--- src/rtl/seven_seg_pkg.sv ---
// Shared constants and helpers for the 4-digit multiplexed seven-segment display.
// Anodes are active-low; digit 0 is the rightmost nibble of the displayed value.
package seven_seg_pkg;

   localparam int NUM_DIGITS = 4;
   localparam int DIGIT_W    = 4;
   localparam int IDX_W      = 2;
   localparam int VALUE_W    = NUM_DIGITS * DIGIT_W;

   localparam logic [NUM_DIGITS-1:0] AN_OFF = 4'b1111;

   typedef logic [IDX_W-1:0]      idx_t;
   typedef logic [VALUE_W-1:0]    hexval_t;
   typedef logic [DIGIT_W-1:0]    digit_t;
   typedef logic [NUM_DIGITS-1:0] anode_t;

   // One-hot-low anode pattern for a slot.
   function automatic anode_t anode_sel(input idx_t idx);
      anode_sel = ~(anode_t'(1) << idx);
   endfunction

   // True when every digit from slot idx upward is zero; slot 0 always shows.
   function automatic logic lead_zero(input hexval_t v, input idx_t idx);
      case (idx)
         2'd1:    lead_zero = (v[15:4] == 12'h000);
         2'd2:    lead_zero = (v[15:8] == 8'h00);
         2'd3:    lead_zero = (v[15:12] == 4'h0);
         default: lead_zero = 1'b0;
      endcase
   endfunction

endpackage

--- src/rtl/refresh_prescaler.sv ---
// Free-running divider: tick_o is high for one cycle every DIV cycles (every cycle when DIV=1).
// Synchronous active-high reset returns the count to zero.
module refresh_prescaler #(
   parameter int unsigned DIV = 100000
) (
   input  logic clk_i,
   input  logic rst_i,
   output logic tick_o
);

   localparam int unsigned CW = (DIV > 1) ? $clog2(DIV) : 1;
   localparam logic [CW-1:0] LAST = CW'(DIV - 1);

   logic [CW-1:0] cnt_q;
   logic [CW-1:0] cnt_d;

   assign tick_o = (cnt_q == LAST);

   always_comb begin
      cnt_d = cnt_q + CW'(1);
      if (tick_o) begin
         cnt_d = '0;
      end
   end

   always_ff @(posedge clk_i) begin
      if (rst_i) begin
         cnt_q <= '0;
      end else begin
         cnt_q <= cnt_d;
      end
   end

endmodule

--- src/rtl/seven_seg_scan.sv ---
// Scans a 16-bit hex value across four digits, one nibble and one active-low anode per slot.
// New values are shadowed and swapped in only when the slot index wraps 3->0.
module seven_seg_scan
   import seven_seg_pkg::*;
#(
   parameter int unsigned DIV = 100000
) (
   input  logic                  clk_i,
   input  logic                  rst_i,
   input  logic                  load_i,
   input  logic [VALUE_W-1:0]    value_i,
   input  logic                  lz_en_i,
   output logic [DIGIT_W-1:0]    nibble_o,
   output logic [NUM_DIGITS-1:0] an_o,
   output logic                  blank_o,
   output logic                  pending_o,
   output logic                  frame_o
);

   logic    tick;
   logic    wrap;

   idx_t    idx_q,   idx_d;
   hexval_t disp_q,  disp_d;
   hexval_t shad_q,  shad_d;
   logic    pend_q,  pend_d;
   logic    frame_q, frame_d;

   refresh_prescaler #(
      .DIV (DIV)
   ) u_prescaler (
      .clk_i  (clk_i),
      .rst_i  (rst_i),
      .tick_o (tick)
   );

   assign wrap = tick && (idx_q == idx_t'(NUM_DIGITS - 1));

   // The swap reads the pre-edge shadow, so a load on the wrap edge stays pending.
   always_comb begin
      idx_d   = idx_q;
      disp_d  = disp_q;
      shad_d  = shad_q;
      pend_d  = pend_q;
      frame_d = wrap;
      if (tick) begin
         idx_d = idx_q + idx_t'(1);
      end
      if (wrap && pend_q) begin
         disp_d = shad_q;
         pend_d = 1'b0;
      end
      if (load_i) begin
         shad_d = value_i;
         pend_d = 1'b1;
      end
   end

   always_ff @(posedge clk_i) begin
      if (rst_i) begin
         idx_q   <= '0;
         disp_q  <= '0;
         shad_q  <= '0;
         pend_q  <= 1'b0;
         frame_q <= 1'b0;
      end else begin
         idx_q   <= idx_d;
         disp_q  <= disp_d;
         shad_q  <= shad_d;
         pend_q  <= pend_d;
         frame_q <= frame_d;
      end
   end

   always_comb begin
      blank_o   = lz_en_i && lead_zero(disp_q, idx_q);
      nibble_o  = disp_q[{idx_q, 2'b00} +: DIGIT_W];
      an_o      = blank_o ? AN_OFF : anode_sel(idx_q);
      pending_o = pend_q;
      frame_o   = frame_q;
   end

endmodule

--- config.mk ---
export PLATFORM = sky130hd
export DESIGN_NAME = seven_seg_scan
export DESIGN_NICKNAME = d
export VERILOG_FILES = /design/src/rtl/seven_seg_pkg.sv /design/src/rtl/refresh_prescaler.sv /design/src/rtl/seven_seg_scan.sv
export SDC_FILE = /design/constraint.sdc
export NUM_CORES = 1
export LEC_CHECK = 0
export BUFFER_PORTS_ARGS = -buffer_cell sky130_fd_sc_hd__buf_2
export CAP_MARGIN = 20
export CORE_MARGIN = 5
export CORE_UTILIZATION = 40
export DETAILED_ROUTE_END_ITERATION = 8
export GPL_ROUTABILITY_DRIVEN = 0
export SLEW_MARGIN = 20
export SYNTH_ARGS = -nofsm -noshare
export SYNTH_HDL_FRONTEND = slang
export SYNTH_HIERARCHICAL = 1
export SYNTH_SLANG_ARGS = --single-unit
export TNS_END_PERCENT = 1
--- constraint.sdc ---
create_clock -name clk_i -period 2.2 [get_ports clk_i]
set_input_delay 0.44 -clock clk_i [delete_from_list [all_inputs] [get_ports clk_i]]
set_output_delay 0.44 -clock clk_i [all_outputs]
set_load 0.005 [all_outputs]
==> flow_summary_export.csv <==
group,metric,value,unit
status,status,"finished, final reports clean",
worst_setup_path,worstPathMaxFanout,8,
clock_tree,cts_sinks,53,
clock_tree,cts-buffers-inserted,5,
route,drt_iter0_drc,46,
global_route,grtUsageTotal,13.0,%
job,drv_cap,0,
worst_setup_path,cp_top_family,"flip-flops",
worst_hold_path,worstHoldPathType,"in -> reg",
route,routed_via_density,4.94,
power_and_ir_drop,clock_power_share,35.3,%
placed_design,dp_hpwl,3.26,mm
floorplan,die_y,86.3,um
synthesis,synthDominantCellAreaShare,45.5,%
worst_setup_path,cp-start-kind,"register",
power_and_ir_drop,power_density,631,mW/mm2
route,drt_pre_antenna_iters,4,
power_and_ir_drop,peakVddDrop,453,uV
clock_tree,clkTransAtPathRegs,0.09,ns
power_and_ir_drop,intPower,0.00130,W
synthesis,synth_warnings,6,
sta,relSlewSlack,63.9,%
power_and_ir_drop,combPwrFrac,5.2,%
global_route,grt_pass1_vias,1660,
floorplan,die-area,0.00745,mm2
power_and_ir_drop,finalPower,0.00167,W
worst_setup_path,critical_path.endpoint_type,"output pin",
synthesis,synth_seq_cells,53,
route,vias,1738,
global_route,grt.overflow.total,0,
synthesis,ys_seq_area_share,45.5,%
synthesis,synthCells,248,
global_route,grt_max_degree,25,
route,wirelength,4.53,mm
layout,num_antenna_cells,0,
clock_tree,root_buffer,"clkbuf_8",
sta,fin_crit,2.02,ns
power_and_ir_drop,p_leak,1.00,nW
global_route,grt_first_pass_wirelength,7.53,mm
route,drtAntennaViolNets,0,
layout,final_common_cell,"dfxtp_1",
sta,finalSetupViolCount,0,
worst_setup_path,cp_data_required_time,1.76,ns
layout,final_nets,305,
global_route,antenna_found_initial,0,
route,wl_per_cell,12.9,um
sta,clock_skew,0.00720,ns
synthesis,ys_types,34,
clock_tree,h-tree-depth,2,
sta,fmax,495,MHz
sta,fin_setup_tns,0,ns
clock_tree,cts_buffer_depth,2,
sta,timing.final.ws_setup,0.178,ns
floorplan,io_pins,31,
synthesis,synth.avg_cell_area,9.39,um2
power_and_ir_drop,swShare,21.8,%
placed_design,dpl_worst_slack,0.261,ns
layout,final_cell_mix,"dfxtp_1, nor2_1, nand2_1",
synthesis,syn-num-nets,274,
sta,worstMarginPinSlew,0.541,ns
floorplan,start_util,41.8,%
synthesis,yosys.area.top_type,"dfxtp_1",
worst_setup_path,slowest_stage,"dfxtp_4",
sta,rsz0062_at_grt,"false",
layout,fillers,567,
layout,drive_gt1_share,23.9,%
sta,drv_slew,0,
clock_tree,clk_latency,0.31,ns
worst_setup_path,slowest_delay,0.41,ns
clock_tree,cts_tree,"built",
power_and_ir_drop,p_seq_share,59.6,%
floorplan,chipWidth,86.3,um
sta,finalCritPeriodShare,91.9,%
route,post-route-drc-count,0,
power_and_ir_drop,p_sw,0.000364,W
sta,hold_viol_final,0,
synthesis,syn_area,0.00233,mm2
layout,area_delta_synth_final,13.3,%
worst_setup_path,cp_cell_sequence,"inv_1 -> ha_1 -> nor2b_2 -> o2111ai_2 -> o21ai_1 -> buf_2",
worst_setup_path,worstPathArrival,1.58,ns
synthesis,ys_top_cells_by_area,"dfxtp_1, mux2i_1, nor2_1, nand2_1, mux4_2",
clock_tree,cts_hold_buf,0,
floorplan,rows,27,
floorplan,fp.coreArea,0.00557,mm2
placed_design,port-buffer-count,30,
worst_setup_path,path_class,"reg -> out",
worst_setup_path,path_buf_inv,2,
## what timing repair did
| item | 4_1_cts | 5_1_grt |
|---|---|---|
| endpoints found under the setup margin | 2 | 2 |
| setup buffers | 0 | 0 |
| resized for setup | 2 | 5 |
## stage by stage
stage | instances | util, % | area (um2) | hold slack, ns
after detailed placement | 344 | 45.3 | 2520 | 0.448
final | 352 | 47.4 | 2640 | 0.360
after global routing | 352 | 47.4 | 2640 | 0.368
after global placement | 344 | 45.3 | 2520 | 0.444
after floorplan | 248 | - | 2330 | 0.430
after CTS | 352 | 47.1 | 2630 | 0.353
## flip-flops by register name, indices dropped and copies added (netlist names)
| name | count |
|---|---|
| idx_q | 2 |
| disp_q | 16 |
| shad_q | 16 |
| frame_o | 1 |
| u_prescaler/cnt_q | 17 |
| pending_o | 1 |
## worst min-delay path: cells and delay by family
family        cells  cell delay [ns]
buf+inv           1             0.07
simple gates      1             0.07
mux               1             0.05
## power groups by stage
stage | Sequential [W] | Combinational [W] | Clock, W
after CTS | 0.000996 | 0.0000879 | 0.000617
final | 0.000993 | 0.0000859 | 0.000588
after global routing | 0.000997 | 0.0000982 | 0.000653
after detailed placement | 0.00102 | 0.0000877 | 0
after global placement | 0.00102 | 0.0000861 | 0
after floorplan | 0.00102 | 0.0000597 | 0
## layer usage
layer	global-route usage, %	share of wire, %	up-vias
li1	-	-	914
met1	16.3	48	785
met3	3.04	4.1	8
met2	20.9	46	31
met5	0	0	-
met4	6.37	2.4	0
## cells in the mapped netlist
cell type / instances
nor2b_1: 1
mux2i_1: 17
nor2_1: 40
nand2_1: 39
a31o_2: 1
inv_1: 5
nand3_4: 1
buf_2: 4
o2111ai_1: 1
buf_4: 2
nor3_1: 4
o21ai_0: 1
ha_1: 6
dfxtp_1: 53
and3_1: 2
nor4_1: 6
nand3_1: 7
nand4bb_1: 1
a211oi_1: 1
clkbuf_1: 3
and4_1: 1
xnor2_1: 9
or4_1: 2
and4_2: 1
o31ai_1: 2
buf_12: 1
nand4_2: 1
or3_1: 1
buf_6: 3
mux4_2: 4
xor2_1: 5
a21oi_2: 10
a21oi_1: 9
nand4_1: 4
## final timing paths
check                                          start    endpoint  slack [ns]  cells past startpoint
worst max register to register  u_prescaler/cnt_q[0]   disp_q[4]        0.28                      8
worst min-delay path                      value_i[4]   shad_q[4]        0.36                      3
worst max-delay path                        idx_q[1]     an_o[1]        0.18                      6
worst min register to register            shad_q[14]  disp_q[14]        0.46                      2
## cells by family after synthesis
kind of cell	count (synthesis)	synth area share, %
multiplexers	21	11.2
flip-flops	53	45.5
AND/OR/NAND/NOR	111	22.1
buffers and inverters	18	5.10
XOR/XNOR	14	5.26
adder cells (fa/ha/maj)	6	3.22
AO/OA/AOI/OAI	25	7.63
## layout make-up
cell class              instances  area (um2)  area share, %
repair buffers                 37         203           7.68
well taps                      72        90.1           3.41
clock buffers                   7        96.3           3.65
inverters                       5        18.8          0.711
flip-flops and latches         53        1070           40.5
multi-input cells             177        1160           43.9
clock inverters                 1        5.00          0.190
No activity file was read; power rests on OpenSTA's default activity.
